<file path="config.mk">
export PLATFORM = sky130hd
export DESIGN_NAME = inst_fetch_ctrl_flat
export DESIGN_NICKNAME = d
export VERILOG_FILES = /design/src/rtl/fetch_pkg.sv /design/src/rtl/inst_fetch_ctrl_if.sv /design/src/rtl/fetch_pc.sv /design/src/rtl/inst_fetch_ctrl.sv /design/src/flat_wrapper.sv
export SDC_FILE = /design/constraint.sdc
export NUM_CORES = 1
export LEC_CHECK = 0
export CORE_MARGIN = 2
export CORE_UTILIZATION = 45
export CTS_CLUSTER_DIAMETER = 150
export DETAILED_ROUTE_END_ITERATION = 10
export PLACE_DENSITY = 0.76
export SLEW_MARGIN = 20
export SYNTH_ARGS = -nofsm -noshare
export SYNTH_HDL_FRONTEND = slang
export SYNTH_HIERARCHICAL = 1
export SYNTH_SLANG_ARGS = --single-unit
export TNS_END_PERCENT = 50
</file>
<file path="constraint.sdc">
create_clock -name clk -period 6.4 [get_ports clk]
set_input_delay 1.28 -clock clk [delete_from_list [all_inputs] [get_ports clk]]
set_output_delay 1.28 -clock clk [all_outputs]
set_load 0.01 [all_outputs]
</file>
<file path="src/rtl/fetch_pkg.sv">
// Shared types and constants for the instruction-fetch slice.
package fetch_pkg;

   localparam int INST_W = 32;
   localparam int PC_W   = 32;

   localparam logic [INST_W-1:0] NOP_INST = 32'h0000_0000;

   typedef enum logic [1:0] {
      ST_IDLE = 2'd0,
      ST_RUN  = 2'd1,
      ST_HALT = 2'd2
   } fetch_state_e;

   // Instructions are word aligned; low byte-offset bits never reach the pc.
   function automatic logic [PC_W-1:0] align_pc(input logic [PC_W-1:0] a);
      return a & ~(PC_W'(3));
   endfunction

endpackage

</file>
<file path="src/rtl/inst_fetch_ctrl_if.sv">
// ROM, redirect/halt and fetch-stage handshake bundle between the fetch controller and its neighbours.
interface inst_fetch_ctrl_if #(
   parameter int ADDR_W = 6
);
   import fetch_pkg::*;

   logic              rom_ce;
   logic [ADDR_W-1:0] rom_addr;
   logic [INST_W-1:0] rom_inst;

   logic              redirect_en;
   logic [PC_W-1:0]   redirect_pc;
   logic              halt;

   logic              if_valid;
   logic              if_ready;
   logic [PC_W-1:0]   if_pc;
   logic [INST_W-1:0] if_inst;

   modport master (
      output rom_ce, rom_addr, if_valid, if_pc, if_inst,
      input  rom_inst, redirect_en, redirect_pc, halt, if_ready
   );

   modport slave (
      input  rom_ce, rom_addr, if_valid, if_pc, if_inst,
      output rom_inst, redirect_en, redirect_pc, halt, if_ready
   );

endinterface

</file>
<file path="src/rtl/fetch_pc.sv">
// Program counter: reset / redirect / +4 selection, and ROM word-address slice.
// Updates on the clock edge; rom_addr follows the pc register directly.
module fetch_pc
   import fetch_pkg::*;
#(
   parameter int              ADDR_W   = 6,
   parameter logic [PC_W-1:0] RESET_PC = 32'h0000_0000
) (
   input  logic              clk,
   input  logic              rst,
   input  logic              redirect_en,
   input  logic [PC_W-1:0]   redirect_pc,
   input  logic              inc,
   output logic [PC_W-1:0]   pc,
   output logic [ADDR_W-1:0] rom_addr
);

   always_ff @(posedge clk) begin
      if (rst) begin
         pc <= RESET_PC;
      end else if (redirect_en) begin
         pc <= align_pc(redirect_pc);
      end else if (inc) begin
         pc <= pc + PC_W'(4);
      end
   end

   // Natural 32-bit wrap carries straight through to the word address.
   assign rom_addr = pc[ADDR_W+1:2];

endmodule

</file>
<file path="src/rtl/inst_fetch_ctrl.sv">
// Fetch sequencer: owns pc, drives the ROM and registers one instruction toward decode.
// One-cycle fetch latency; the output entry holds under !if_ready, redirect squashes it.
module inst_fetch_ctrl
   import fetch_pkg::*;
#(
   parameter int              ADDR_W   = 6,
   parameter logic [PC_W-1:0] RESET_PC = 32'h0000_0000
) (
   input  logic              clk,
   input  logic              rst,
   inst_fetch_ctrl_if.master bus
);

   localparam logic [1:0] IDLE = ST_IDLE;
   localparam logic [1:0] RUN  = ST_RUN;
   localparam logic [1:0] HALT = ST_HALT;

   logic [1:0]        state;
   logic [1:0]        state_nxt;
   logic              load;
   logic [PC_W-1:0]   pc;
   logic [ADDR_W-1:0] rom_addr;
   logic              if_valid;
   logic [PC_W-1:0]   if_pc;
   logic [INST_W-1:0] if_inst;

   fetch_pc #(
      .ADDR_W   (ADDR_W),
      .RESET_PC (RESET_PC)
   ) u_pc (
      .clk         (clk),
      .rst         (rst),
      .redirect_en (bus.redirect_en),
      .redirect_pc (bus.redirect_pc),
      .inc         (load),
      .pc          (pc),
      .rom_addr    (rom_addr)
   );

   assign load = (state == RUN) && !bus.halt && !bus.redirect_en &&
                 (!if_valid || bus.if_ready);

   // Every state, IDLE included, resolves on halt alone; redirect never moves the FSM.
   always_comb begin
      state_nxt = state;
      case (state)
         IDLE:    state_nxt = bus.halt ? HALT : RUN;
         RUN:     state_nxt = bus.halt ? HALT : RUN;
         HALT:    state_nxt = bus.halt ? HALT : RUN;
         default: state_nxt = IDLE;
      endcase
   end

   always_ff @(posedge clk) begin
      if (rst) begin
         state <= IDLE;
      end else begin
         state <= state_nxt;
      end
   end

   always_ff @(posedge clk) begin
      if (rst) begin
         if_valid <= 1'b0;
         if_pc    <= '0;
         if_inst  <= NOP_INST;
      end else if (bus.redirect_en) begin
         if_valid <= 1'b0;
      end else if (load) begin
         if_valid <= 1'b1;
         if_pc    <= pc;
         if_inst  <= bus.rom_inst;
      end else if (if_valid && bus.if_ready) begin
         if_valid <= 1'b0;
      end
   end

   assign bus.rom_ce   = (state == RUN);
   assign bus.rom_addr = rom_addr;
   assign bus.if_valid = if_valid;
   assign bus.if_pc    = if_pc;
   assign bus.if_inst  = if_inst;

endmodule
</file>
<file path="src/flat_wrapper.sv">
// flat-port wrapper written by rule: the top's interface ports become plain ports
module inst_fetch_ctrl_flat import fetch_pkg::*;
#(
   parameter int              ADDR_W   = 6,
   parameter logic [PC_W-1:0] RESET_PC = 32'h0000_0000
)
  (clk, rst, bus_rom_ce, bus_rom_addr, bus_if_valid, bus_if_pc, bus_if_inst, bus_rom_inst, bus_redirect_en, bus_redirect_pc, bus_halt, bus_if_ready);
  inst_fetch_ctrl_if #(.ADDR_W(ADDR_W)) bus_i ();
  input  logic clk;
  input  logic rst;
  output wire logic [$bits(bus_i.rom_ce)-1:0] bus_rom_ce;
  output wire logic [$bits(bus_i.rom_addr)-1:0] bus_rom_addr;
  output wire logic [$bits(bus_i.if_valid)-1:0] bus_if_valid;
  output wire logic [$bits(bus_i.if_pc)-1:0] bus_if_pc;
  output wire logic [$bits(bus_i.if_inst)-1:0] bus_if_inst;
  input wire logic [$bits(bus_i.rom_inst)-1:0] bus_rom_inst;
  input wire logic [$bits(bus_i.redirect_en)-1:0] bus_redirect_en;
  input wire logic [$bits(bus_i.redirect_pc)-1:0] bus_redirect_pc;
  input wire logic [$bits(bus_i.halt)-1:0] bus_halt;
  input wire logic [$bits(bus_i.if_ready)-1:0] bus_if_ready;
  assign bus_rom_ce = bus_i.rom_ce;
  assign bus_rom_addr = bus_i.rom_addr;
  assign bus_if_valid = bus_i.if_valid;
  assign bus_if_pc = bus_i.if_pc;
  assign bus_if_inst = bus_i.if_inst;
  assign bus_i.rom_inst = bus_rom_inst;
  assign bus_i.redirect_en = bus_redirect_en;
  assign bus_i.redirect_pc = bus_redirect_pc;
  assign bus_i.halt = bus_halt;
  assign bus_i.if_ready = bus_if_ready;
  inst_fetch_ctrl #(.ADDR_W(ADDR_W), .RESET_PC(RESET_PC)) u_core (.clk(clk), .rst(rst), .bus(bus_i));
endmodule
</file>
==> metrics, run 1 <==
run status finished clean; peak clock frequency supported by timing 263.1 MHz; antenna violations before repair 0; Final Skew 0.01001 ns; Max Root-Sink Buffers 2; Post-synth EDFFs 0; Yosys top cell by area sky130_fd_sc_hd__dfxtp_1; worst endpoint required time 6.65 ns; total global routing overflow 0; clock transition at the register clock pins on the worst setup and hold paths after CTS 0.09 ns; CP Launch Type input port; Avg Inst Size Synth 9.151 µm²; data arrival time of the critical path 4.05 ns; maximum VDD drop 0.09846 mV; number of design-rule violations left by the first detailed-router iteration 258; cell breakdown of the critical path clkdlybuf4s50_1 > or3b_1 > nor3b_4 > buf_4 > nor3b_1 > a21oi_1 > nor2_1 > or3_1; area added between synthesis and finish 30.08%; post-route clock period utilization 59.38%; die area 11,940 µm²; final estimated routing congestion in global placement 0.8603; fin area 6487 µm²; Pwr per Cell Area 182.0 nW/µm²; slowest stage cell, crit path sky130_fd_sc_hd__buf_4; post-detailed-route DRC marker count 0; master cell of the clock root buffer sky130_fd_sc_hd__clkbuf_8; FP Rows 38; # hold bufs at CTS 0; Post-Route Setup TNS 0 ns; layout cells sized above 1 4.690%; Leakage Power 2.141 nW; leading register cell type out of synthesis sky130_fd_sc_hd__dfxtp_1; vias in the first global route 4,012; measured slew at the worst slew-check pin 0.9205 ns; register share of total power 54.9%; met3 track utilization from global routing 4.124%; count of final max-slew check failures 0; worst hold-check path type flop to flop; count of yosys warnings during synthesis 6; wire length after detailed routing 12.19 mm; Placed Instance Area 6295 µm²; relative slew slack 38.25%; post-place setup slack 2.266 ns; Inserted Diodes 0; GRT Util Overall 20.79%; post-synth design cell area 4987 µm²; critical path capture point type flop; post-synthesis cell count 545; effective utilization at floorplan 46.01%; number of distinct library cells after synthesis 54; die outline height 109.3 µm; RSZ-0062 raised after global routing false; leading cell types by total area after synthesis sky130_fd_sc_hd__dfxtp_1 39%, sky130_fd_sc_hd__nand2b_1 16%, sky130_fd_sc_hd__mux2i_1 13%, sky130_fd_sc_hd__buf_12 2.0%, sky130_fd_sc_hd__nand4_1 2.0%; DP HPWL 8.425 mm; wire length of the first global-routing pass 19.64 mm; post-layout min period 3.800 ns; internal power 0.0008945 W; H-Tree Depth 3; count of instances resized after the clock tree is built 0; delay of the slowest cell on the worst path 0.74 ns; Wirelength per Cell 15.22 µm; net switching power of the design 0.0002865 W; Clock Power Share 32.7%; maximum number of pins on one net before global-route repair 106; GRT busiest layer met2; number of endpoints with negative hold slack in the final report 0; least setup slack across all paths after layout 2.600 ns; antenna viol nets, final 0; total of flip-flops plus latches after synthesis 97; count of buffers added by post-CTS timing repair for setup 0; Clk Latency, worst-skew pair 0.36 ns; clock tree from TritonCTS built; met2 layer usage reported by global route 35.00%; Initial DRT Pass Iterations 5; number of buffer cells added on primary ports 138; detail-routed via count per cell 5.307; nets 726; vias 4,251; Cells after DPL 785; dominant delay contributor by cell family on the critical path simple AND/OR/NAND/NOR gates; switching part of the total power 24.26%; Setup-failing EPs final 0; die width 109.3 µm; critical path class input port to flop; # clock sinks 97; total of max-cap violations 0; share of the yosys chip area belonging to registers 38.94%; number of buffers created by CTS 9; top-level port count 141; logic gate share of total power 12.5%; Post-synth ARST share 0%; share of the synthesized area in the top cell type 38.94%; highest fanout seen on the critical path 53; global routing usage on met1 26.22%; Layout Cells excl Fill 801; critical path buffer and inverter count 2; number of inserted filler cells in the final layout 962; core area 10,840 µm²
[final timing paths]
path,from,end,slack (ns),cells after the start
setup / recovery,bus_halt,u_core/u_pc/pc[30]$_SDFFE_PP0P_,2.60,8
hold / removal,u_core/bus.if_pc[15]$_SDFFE_PP0P_,u_core/bus.if_pc[15]$_SDFFE_PP0P_,0.47,2
setup reg to reg,u_core/state[0]$_SDFF_PP0_,u_core/u_pc/pc[30]$_SDFFE_PP0P_,3.66,7
hold reg to reg,u_core/bus.if_pc[15]$_SDFFE_PP0P_,u_core/bus.if_pc[15]$_SDFFE_PP0P_,0.47,2
[metrics by stage]
step / util, % / hold WS (ns) / total power (W)
floorplan: - / 0.4647 / 0.0007387
global placement: 58.07 / 0.4575 / 0.0008049
detailed placement: 58.07 / 0.4604 / 0.0008090
CTS: 59.85 / 0.4778 / 0.001196
global route: 59.85 / 0.4853 / 0.001238
finish: 59.85 / 0.4738 / 0.001181
[worst register-to-register path: cells and delay by family, from the launching register on]
family                 cells  cell delay, ns
buffers and inverters      1            0.75
AO/OA/AOI/OAI              1            0.15
flip-flops                 1            0.34
AND/OR/NAND/NOR            5            1.40
[sequential cells by signal, summed over array words and instances (netlist names)]
| signal | flops |
|---|---|
| u_core/bus.if_pc | 32 |
| u_core/bus.if_inst | 32 |
| u_core/state | 2 |
| u_core/u_pc/pc | 30 |
| u_core/bus.if_valid | 1 |
[layout make-up]
| type | instances | area, µm² | area share [%] |
|---|---|---|---|
| Clock buffer | 14 | 182.7 | 2.816 |
| Clock inverter | 2 | 10.01 | 0.1543 |
| Inverter | 7 | 26.28 | 0.4050 |
| Multi-Input combinational cell | 398 | 2735 | 42.16 |
| Sequential cell | 97 | 1942 | 29.93 |
| Tap cell | 140 | 175.2 | 2.700 |
| Timing Repair Buffer | 143 | 1416 | 21.83 |
[cells by family after synthesis]
| group | after synthesis | share of synthesized area (%) |
|---|---|---|
| adders and majority gates | 1 | 0.2508 |
| AOI/OAI and AO/OA | 55 | 7.677 |
| xor gates and xnor gates | 11 | 1.932 |
| buffers and inverters | 51 | 6.422 |
| DFF | 97 | 38.94 |
| other | 1 | 0.07519 |
| and+or+nand+nor | 264 | 31.66 |
| muxes | 65 | 13.05 |
[cell usage in the layout, fill, tap and decap left out, types with 4 or more instances in the layout]
cell	synthesis	final
sky130_fd_sc_hd__mux2i_1	65	65
sky130_fd_sc_hd__or4_1	4	4
sky130_fd_sc_hd__nor3b_1	7	7
sky130_fd_sc_hd__nor2b_1	5	5
sky130_fd_sc_hd__nand3_1	12	12
sky130_fd_sc_hd__a211oi_1	12	12
sky130_fd_sc_hd__nor2_1	24	24
sky130_fd_sc_hd__xor2_1	5	5
sky130_fd_sc_hd__clkbuf_8	0	13
sky130_fd_sc_hd__nand4_1	16	16
sky130_fd_sc_hd__clkdlybuf4s50_1	0	137
sky130_fd_sc_hd__xnor2_1	6	6
sky130_fd_sc_hd__a311oi_1	7	7
sky130_fd_sc_hd__nand2_1	23	23
sky130_fd_sc_hd__and3_1	8	8
sky130_fd_sc_hd__dfxtp_1	97	97
sky130_fd_sc_hd__nor4_1	10	10
sky130_fd_sc_hd__inv_1	6	6
sky130_fd_sc_hd__a21oi_1	14	14
sky130_fd_sc_hd__o21ai_0	5	5
sky130_fd_sc_hd__nand2b_1	129	129
sky130_fd_sc_hd__buf_4	10	6
sky130_fd_sc_hd__nor3_1	5	5
[synthesized netlist by cell type, types with 2 or more instances]
cell type                   number
sky130_fd_sc_hd__a21o_1          2
sky130_fd_sc_hd__buf_1           3
sky130_fd_sc_hd__or3_1           2
sky130_fd_sc_hd__nor3_1          5
sky130_fd_sc_hd__nor2_1         24
sky130_fd_sc_hd__and3_1          8
sky130_fd_sc_hd__nand2b_1      129
sky130_fd_sc_hd__and4_1          2
sky130_fd_sc_hd__mux2i_1        65
sky130_fd_sc_hd__inv_1           6
sky130_fd_sc_hd__dfxtp_1        97
sky130_fd_sc_hd__nand3_1        12
sky130_fd_sc_hd__nor2b_1         5
sky130_fd_sc_hd__o211ai_1        3
sky130_fd_sc_hd__a2111oi_0       3
sky130_fd_sc_hd__xnor2_1         6
sky130_fd_sc_hd__a21oi_1        14
sky130_fd_sc_hd__buf_2           2
sky130_fd_sc_hd__nand4_1        16
sky130_fd_sc_hd__xor2_1          5
sky130_fd_sc_hd__o31ai_1         2
sky130_fd_sc_hd__or4_1           4
sky130_fd_sc_hd__buf_12          5
sky130_fd_sc_hd__nand4b_1        2
sky130_fd_sc_hd__nand2_1        23
sky130_fd_sc_hd__nor3b_1         7
sky130_fd_sc_hd__a311oi_1        7
sky130_fd_sc_hd__o21ai_0         5
sky130_fd_sc_hd__clkbuf_1       23
sky130_fd_sc_hd__nor4_1         10
sky130_fd_sc_hd__a31oi_1         2
sky130_fd_sc_hd__a211oi_1       12
sky130_fd_sc_hd__or3b_2          2
sky130_fd_sc_hd__and2_1          3
sky130_fd_sc_hd__buf_4          10
[layer usage]
| layer | wire (µm) | vias to the layer above |
|---|---|---|
| met4 | 212 | 0 |
| met5 | 0 | - |
| met2 | 5767 | 154 |
| met1 | 5316 | 1971 |
| li1 | - | 2104 |
| met3 | 897 | 22 |
[power groups by stage]
stage	Clock (W)	Sequential [W]	Combinational, W
final	0.000386	0.000648	0.000148
after global routing	0.000425	0.000652	0.000161
after CTS	0.000400	0.000647	0.000148
after detailed placement	0	0.000662	0.000147
after global placement	0	0.000661	0.000144
after floorplan	0	0.000657	0.0000821
Power figures use the tool's default switching activity.
==> run 2, diff against run 1 <==
--- a/config.mk
+++ b/config.mk
@@ -6,10 +6,10 @@
 export NUM_CORES = 1
 export LEC_CHECK = 0
 export CORE_MARGIN = 2
-export CORE_UTILIZATION = 45
+export CORE_UTILIZATION = 44
 export CTS_CLUSTER_DIAMETER = 150
 export DETAILED_ROUTE_END_ITERATION = 10
-export PLACE_DENSITY = 0.76
+export PLACE_DENSITY = 0.77
 export SLEW_MARGIN = 20
 export SYNTH_ARGS = -nofsm -noshare
 export SYNTH_HDL_FRONTEND = slang
==> constraint.sdc (replaced) <==
create_clock -name clk -period 3.3 [get_ports clk]
set_input_delay 0.66 -clock clk [delete_from_list [all_inputs] [get_ports clk]]
set_output_delay 0.66 -clock clk [all_outputs]
set_load 0.01 [all_outputs]
==> run 2 against run 1 <==
Net effect:
- combinational power up 97%
- design area is 1.5% higher
- first-iteration DRC count rose by 28%
- via count rose by 1.3%
- sequential cell count unchanged
- sequential power is 94% higher
- worst setup slack worse by 2.1 ns
- total power increased by 110%
- clock skew shrank 0.0047 ns
- non-clock buffer count rose by 2
- utilization grew 0.38 points
- critical endpoint is now u_core/u_pc/pc[17]$_SDFFE_PP0P_
- largest power group unchanged
==> metrics, run 2 (synthesis results as in run 1) <==
global routing usage on met1 25.79% (was 26.22%); final estimated routing congestion in global placement 0.9009 (was 0.8603); dominant delay contributor by cell family on the critical path simple AND/OR/NAND/NOR gates (unchanged); layout cells sized above 1 4.394% (was 4.690%); Setup-failing EPs final 0 (unchanged); delay of the slowest cell on the worst path 0.47 ns (was 0.74 ns); DP HPWL 8.483 mm (was 8.425 mm); met3 track utilization from global routing 4.116% (was 4.124%); Post-Route Setup TNS 0 ns (unchanged); peak clock frequency supported by timing 354.1 MHz; die outline height 110.5 µm (was 109.3 µm); count of final max-slew check failures 0 (unchanged); hold_ws 0.4714 ns (was 0.4738 ns); WHS Path Cells 2 (unchanged); number of endpoints with negative hold slack in the final report 0 (unchanged); total global routing overflow 0 (unchanged); Pwr per Cell Area 375.9 nW/µm² (was 182.0 nW/µm²); cell breakdown of the critical path clkdlybuf4s50_1 > or3b_1 > nor3b_4 > and3_1 > nand2_1 > or4_1 > a311oi_1 (was clkdlybuf4s50_1 > or3b_1 > nor3b_4 > buf_4 > nor3b_1 > a21oi_1 > nor2_1 > or3_1); Final Skew 0.005355 ns (was 0.01001 ns); master cell of the clock root buffer sky130_fd_sc_hd__clkbuf_16 (was sky130_fd_sc_hd__clkbuf_8); number of buffer cells added on primary ports 138 (unchanged); Max Root-Sink Buffers 2 (unchanged); die area 12,200 µm² (was 11,940 µm²); slowest stage cell, crit path sky130_fd_sc_hd__or4_1 (was sky130_fd_sc_hd__buf_4); worst hold-check path type flop to flop (unchanged); vias 4,305 (was 4,251); count of buffers added by post-CTS timing repair for setup 0 (unchanged); maximum VDD drop 0.2967 mV (was 0.09846 mV); area added between synthesis and finish 32.06% (was 30.08%); FP Rows 38 (unchanged); largest registers u_core/bus.if_inst x32, u_core/bus.if_pc x32, u_core/u_pc/pc x30 (unchanged); clock transition at the register clock pins on the worst setup and hold paths after CTS 0.06 ns (was 0.09 ns); Clk Latency, worst-skew pair 0.33 ns (was 0.36 ns); die width 110.5 µm (was 109.3 µm); core area 10,940 µm² (was 10,840 µm²); number of buffers created by CTS 9 (unchanged); total of max-cap violations 0 (unchanged); data arrival time of the critical path 3.07 ns (was 4.05 ns); effective utilization at floorplan 45.61% (was 46.01%); RSZ-0062 raised after global routing false (unchanged); post-route clock period utilization 85.57%; clock tree from TritonCTS built (unchanged); vias in the first global route 4,091 (was 4,012); # clock sinks 97 (unchanged); H-Tree Depth 3 (unchanged); relative slew slack 39.57% (was 38.25%); critical path buffer and inverter count 1 (was 2); wire length after detailed routing 12.23 mm (was 12.19 mm); cell depth of the worst setup path 7 (was 8); most common cell after layout, fill and taps aside sky130_fd_sc_hd__clkdlybuf4s50_1 (unchanged); highest fanout seen on the critical path 7 (was 53); number of design-rule violations left by the first detailed-router iteration 331 (was 258); nets 728 (was 726); post-layout min period 2.824 ns; fin area 6586 µm² (was 6487 µm²); Wirelength per Cell 15.29 µm (was 15.22 µm); maximum number of pins on one net before global-route repair 102 (was 106); critical path class input port to flop (unchanged); top-level port count 141 (unchanged); CP Launch Type input port (unchanged); GRT Util Overall 19.73% (was 20.79%); count of instances resized after the clock tree is built 0 (unchanged); antenna violations before repair 0 (unchanged); met2 layer usage reported by global route 32.02% (was 35.00%); GRT busiest layer met2 (unchanged); worst endpoint required time 3.55 ns (was 6.65 ns); measured slew at the worst slew-check pin 0.8990 ns (was 0.9205 ns); Leakage Power 2.180 nW (was 2.141 nW); number of inserted filler cells in the final layout 959 (was 962); post-detailed-route DRC marker count 0 (unchanged); run status finished clean (unchanged); depth of the worst register-to-register path 6 (was 7); critical path capture point type flop (unchanged); commonest cells after routing, fill and taps aside 137 x sky130_fd_sc_hd__clkdlybuf4s50_1, 129 x sky130_fd_sc_hd__nand2b_1, 97 x sky130_fd_sc_hd__dfxtp_1, 65 x sky130_fd_sc_hd__mux2i_1, 24 x sky130_fd_sc_hd__nor2_1 (unchanged); Initial DRT Pass Iterations 5 (unchanged); antenna viol nets, final 0 (unchanged); detail-routed via count per cell 5.381 (was 5.307); wire length of the first global-routing pass 20.08 mm (was 19.64 mm); Placed Instance Area 6335 µm² (was 6295 µm²); Inserted Diodes 0 (unchanged); # hold bufs at CTS 0 (unchanged)
## run 2: changes by cell type in the layout (fill, tap and decap cells not counted), sizes merged
cell / before / now
clkbuf: 14 / 12
clkinv: 3 / 2
buf: 6 / 8
## run 2: routing by layer
metal | vias to the layer above | share of wire (%) | wire length, µm
li1 | 2117 | - | -
met1 | 1999 | 46 | 5680
met2 | 167 | 46 | 5647
met3 | 22 | 5.1 | 620
met4 | 0 | 2.3 | 282
met5 | - | 0 | 0
## run 2: area by class of cell
type,instances,area (µm²),share of cell area (%)
Clock buffer,12,246.5,3.742
Tap cell,140,175.2,2.660
Multi-Input combinational cell,398,2735,41.53
Clock inverter,1,5.005,0.07599
Inverter,7,26.28,0.3989
Sequential cell,97,1942,29.48
Timing Repair Buffer,145,1456,22.11
## run 2: final timing paths
check                                                    startpoint                                  end  slack, ns
worst max register to register           u_core/state[0]$_SDFF_PP0_      u_core/u_pc/pc[17]$_SDFFE_PP0P_       0.93
worst min-delay path            u_core/bus.if_inst[11]$_SDFFE_PP0P_  u_core/bus.if_inst[11]$_SDFFE_PP0P_       0.47
worst min register to register  u_core/bus.if_inst[11]$_SDFFE_PP0P_  u_core/bus.if_inst[11]$_SDFFE_PP0P_       0.47
worst max-delay path                                       bus_halt      u_core/u_pc/pc[17]$_SDFFE_PP0P_       0.48
## run 2: metrics by stage
step           total power (W)  std cells  util (%)  worst slack [ns]
2_1_floorplan         0.001433        546         -            0.6233
3_3_place_gp          0.001566        787     57.93            0.2247
3_5_place_dp          0.001573        787     57.93            0.1342
4_1_cts               0.002506        800     60.23            0.4781
5_1_grt               0.002588        800     60.23            0.2464
6_report              0.002476        800     60.23            0.4763
## run 2: worst register-to-register path, cell delays in order, from the launching register on
cell	delay, ns
sky130_fd_sc_hd__dfxtp_1	0.34
sky130_fd_sc_hd__or3b_1	0.42
sky130_fd_sc_hd__nor3b_4	0.36
sky130_fd_sc_hd__and3_1	0.34
sky130_fd_sc_hd__nand2_1	0.10
sky130_fd_sc_hd__or4_1	0.47
sky130_fd_sc_hd__a311oi_1	0.26
## run 2: where the power goes
part,switching [W],internal [W],total (W)
combinational,0.000115,0.000176,0.000291
sequential,0.0000499,0.00121,0.00126
clock,0.000409,0.000518,0.000927
==> run 3, diff against run 2 <==
--- a/config.mk
+++ b/config.mk
@@ -5,11 +5,11 @@
 export SDC_FILE = /design/constraint.sdc
 export NUM_CORES = 1
 export LEC_CHECK = 0
+export ABC_CLOCK_PERIOD_IN_PS = 3300
 export CORE_MARGIN = 2
-export CORE_UTILIZATION = 44
+export CORE_UTILIZATION = 30
 export CTS_CLUSTER_DIAMETER = 150
 export DETAILED_ROUTE_END_ITERATION = 10
-export PLACE_DENSITY = 0.77
 export SLEW_MARGIN = 20
 export SYNTH_ARGS = -nofsm -noshare
 export SYNTH_HDL_FRONTEND = slang
==> run 3 against run 2 <==
Net effect:
- register-to-register slack improved by 0.04 ns
- largest power group is now clock
- total power grew 14%
- design area increased by 3.6%
- count of clock-buffer cells in the layout is 1 lower
- critical path depth up 1
- clock power is 38% higher
- worst setup slack gained 0.064 ns
- critical endpoint is now u_core/u_pc/pc[29]$_SDFFE_PP0P_
- utilization fell by 19 points
- combinational power hardly changed
- cell count is 11% higher
- routed wire length is 6.6% higher
- sequential power about the same
==> metrics, run 3 (synthesis results as in run 1) <==
run status finished clean (unchanged); Placed Instance Area 6460 µm² (was 6335 µm²); number of buffer cells added on primary ports 138 (unchanged); effective utilization at floorplan 30.40% (was 45.61%); die area 17,670 µm² (was 12,200 µm²); count of instances resized after the clock tree is built 0 (unchanged); Initial DRT Pass Iterations 4 (was 5); clock transition at the register clock pins on the worst setup and hold paths after CTS 0.07 ns (was 0.06 ns); count of final max-slew check failures 0 (unchanged); worst flop-to-flop path startpoint u_core/state[0]$_SDFF_PP0_ (unchanged); vias in the first global route 4,263 (was 4,091); register share of total power 44.5% (was 50.8%); H-Tree Depth 3 (unchanged); Wirelength per Cell 14.68 µm (was 15.29 µm); GRT busiest layer met2 (unchanged); Post-Route Setup TNS 0 ns (unchanged); net switching power of the design 0.0006244 W (was 0.0005736 W); logic gate share of total power 10.3% (was 11.8%); commonest cells after routing, fill and taps aside 137 x sky130_fd_sc_hd__clkdlybuf4s50_1, 129 x sky130_fd_sc_hd__nand2b_1, 97 x sky130_fd_sc_hd__dfxtp_1, 65 x sky130_fd_sc_hd__mux2i_1, 24 x sky130_fd_sc_hd__nor2_1 (unchanged); dominant delay contributor by cell family on the critical path simple AND/OR/NAND/NOR gates (unchanged); depth of the worst register-to-register path 7 (was 6); die width 132.9 µm (was 110.5 µm); capture instance of the worst register-to-register path u_core/u_pc/pc[29]$_SDFFE_PP0P_ (was u_core/u_pc/pc[17]$_SDFFE_PP0P_); terminating pin of the worst hold path u_core/bus.if_pc[10]$_SDFFE_PP0P_ (was u_core/bus.if_inst[11]$_SDFFE_PP0P_); Leakage Power 2.249 nW (was 2.180 nW); nets 733 (was 728); Clk Latency, worst-skew pair 0.36 ns (was 0.33 ns); wire length of the first global-routing pass 21.52 mm (was 20.08 mm); DP HPWL 9.305 mm (was 8.483 mm); antenna violations before repair 0 (unchanged); # clock sinks 97 (unchanged); CP Launch Type input port (unchanged); number of endpoints with negative hold slack in the final report 0 (unchanged); number of design-rule violations left by the first detailed-router iteration 186 (was 331); core area 16,410 µm² (was 10,940 µm²); vias 4,238 (was 4,305); peak clock frequency supported by timing 362.3 MHz (was 354.1 MHz); met2 layer usage reported by global route 24.90% (was 32.02%); post-detailed-route DRC marker count 0 (unchanged); top-level port count 141 (unchanged); cell breakdown of the critical path clkdlybuf4s50_1 > or3b_1 > nor3b_4 > buf_4 > nand3_1 > nor4_1 > a211oi_1 > a2111oi_0 (was clkdlybuf4s50_1 > or3b_1 > nor3b_4 > and3_1 > nand2_1 > or4_1 > a311oi_1); critical path buffer and inverter count 2 (was 1); data arrival time of the critical path 2.99 ns (was 3.07 ns); maximum VDD drop 0.2609 mV (was 0.2967 mV); GRT Util Overall 15.10% (was 19.73%); slowest stage cell, crit path sky130_fd_sc_hd__or3b_1 (was sky130_fd_sc_hd__or4_1); worst endpoint required time 3.53 ns (was 3.55 ns); WHS Path Cells 2 (unchanged); master cell of the clock root buffer sky130_fd_sc_hd__clkbuf_16 (unchanged); highest fanout seen on the critical path 7 (unchanged); maximum number of pins on one net before global-route repair 61 (was 102); relative slew slack 41.06% (was 39.57%); clock tree from TritonCTS built (unchanged); critical path capture point type flop (unchanged); internal power 0.002202 W (was 0.001902 W); count of buffers added by post-CTS timing repair for setup 0 (unchanged); worst hold-check path type flop to flop (unchanged); detail-routed via count per cell 4.773 (was 5.381); die outline height 132.9 µm (was 110.5 µm); most common cell after layout, fill and taps aside sky130_fd_sc_hd__clkdlybuf4s50_1 (unchanged); area added between synthesis and finish 36.75% (was 32.06%); Pwr per Cell Area 414.4 nW/µm² (was 375.9 nW/µm²); fin area 6820 µm² (was 6586 µm²); worst-case register-to-register setup slack 0.97 ns (was 0.93 ns); switching part of the total power 22.09% (was 23.17%); critical path class input port to flop (unchanged); total of max-cap violations 0 (unchanged); wire length after detailed routing 13.04 mm (was 12.23 mm); global routing usage on met1 19.15% (was 25.79%); post-layout min period 2.760 ns (was 2.824 ns); FP Rows 47 (was 38); number of inserted filler cells in the final layout 1,615 (was 959); total global routing overflow 0 (unchanged); Clock Power Share 45.2% (was 37.4%); layout cells sized above 1 5.539% (was 4.394%); met3 track utilization from global routing 3.295% (was 4.116%); worst hold start u_core/bus.if_pc[10]$_SDFFE_PP0P_ (was u_core/bus.if_inst[11]$_SDFFE_PP0P_); number of buffers created by CTS 9 (unchanged); final estimated routing congestion in global placement 0.8022 (was 0.9009); Inserted Diodes 0 (unchanged); area taken by flip-flops and latches 1942 µm² (unchanged); delay of the slowest cell on the worst path 0.45 ns (was 0.47 ns); Setup-failing EPs final 0 (unchanged); post-route clock period utilization 83.63% (was 85.57%); Max Root-Sink Buffers 2 (unchanged); measured slew at the worst slew-check pin 0.8768 ns (was 0.8990 ns); largest registers u_core/bus.if_inst x32, u_core/bus.if_pc x32, u_core/u_pc/pc x30 (unchanged); RSZ-0062 raised after global routing false (unchanged); antenna viol nets, final 0 (unchanged); # hold bufs at CTS 0 (unchanged); footprint of the multi-input gates 2735 µm² (unchanged); Final Skew 0.01331 ns (was 0.005355 ns)
## run 3: cell types whose count changed in the layout (fill, tap and decap cells not counted)
cell / previous run / this run
sky130_fd_sc_hd__clkinvlp_4: 0 / 1
sky130_fd_sc_hd__buf_4: 6 / 12
sky130_fd_sc_hd__buf_12: 2 / 1
sky130_fd_sc_hd__clkbuf_8: 1 / 0
sky130_fd_sc_hd__bufinv_16: 0 / 4
sky130_fd_sc_hd__clkinv_2: 1 / 0
## run 3: routing by layer
| layer | share of wire, % | vias to the layer above |
|---|---|---|
| met5 | 0 | - |
| met4 | 1.4 | 0 |
| met3 | 5.3 | 11 |
| met2 | 47 | 125 |
| met1 | 46 | 1976 |
| li1 | - | 2126 |
## run 3: cell type report
class                      count  area share (%)
multi-input combinational    398           40.10
sequential                    97           28.47
timing repair buffer         150           21.72
tap                          220           4.036
clock buffer                  11           3.412
clock inverter                 5           1.871
inverter                       7          0.3853
## run 3: power groups by stage
stage	Combinational (W)	Clock [W]	Sequential (W)
floorplan	0.000159	0	0.00127
global placement	0.000289	0	0.00128
detailed placement	0.000292	0	0.00129
CTS	0.000294	0.00132	0.00126
global route	0.000318	0.00136	0.00127
finish	0.000291	0.00128	0.00126
## run 3: through the flow
step                      cells  power (W)  util, %  setup WS (ns)  hold WS, ns
final                       888   0.002826    41.57         0.5401       0.4731
after global routing        888   0.002943    41.57         0.4233       0.4906
after CTS                   888   0.002873    41.57         0.5557       0.4769
after detailed placement    872   0.001578    39.37         0.1980       0.4599
after global placement      872   0.001572    39.37         0.2351       0.4580
after floorplan             546   0.001433        -         0.6233       0.4647
## run 3: worst max-delay path by stage
| stage | startpoint | endpoint | cells after the start |
|---|---|---|---|
| 6_report | bus_halt | u_core/u_pc/pc[29]$_SDFFE_PP0P_ | 8 |
| 5_1_grt | bus_halt | u_core/u_pc/pc[29]$_SDFFE_PP0P_ | 8 |
| 4_1_cts | bus_halt | u_core/u_pc/pc[29]$_SDFFE_PP0P_ | 8 |
| 3_5_place_dp | bus_halt | u_core/u_pc/pc[29]$_SDFFE_PP0P_ | 8 |
| 3_3_place_gp | bus_halt | u_core/u_pc/pc[23]$_SDFFE_PP0P_ | 8 |
| 2_1_floorplan | bus_halt | u_core/u_pc/pc[16]$_SDFFE_PP0P_ | 7 |
## run 3: tightest hold or removal path, delay by kind of cell (launching register included)
kind             cells  cell delay, ns
DFF                  1            0.31
and+or+nand+nor      1            0.06
muxes                1            0.06
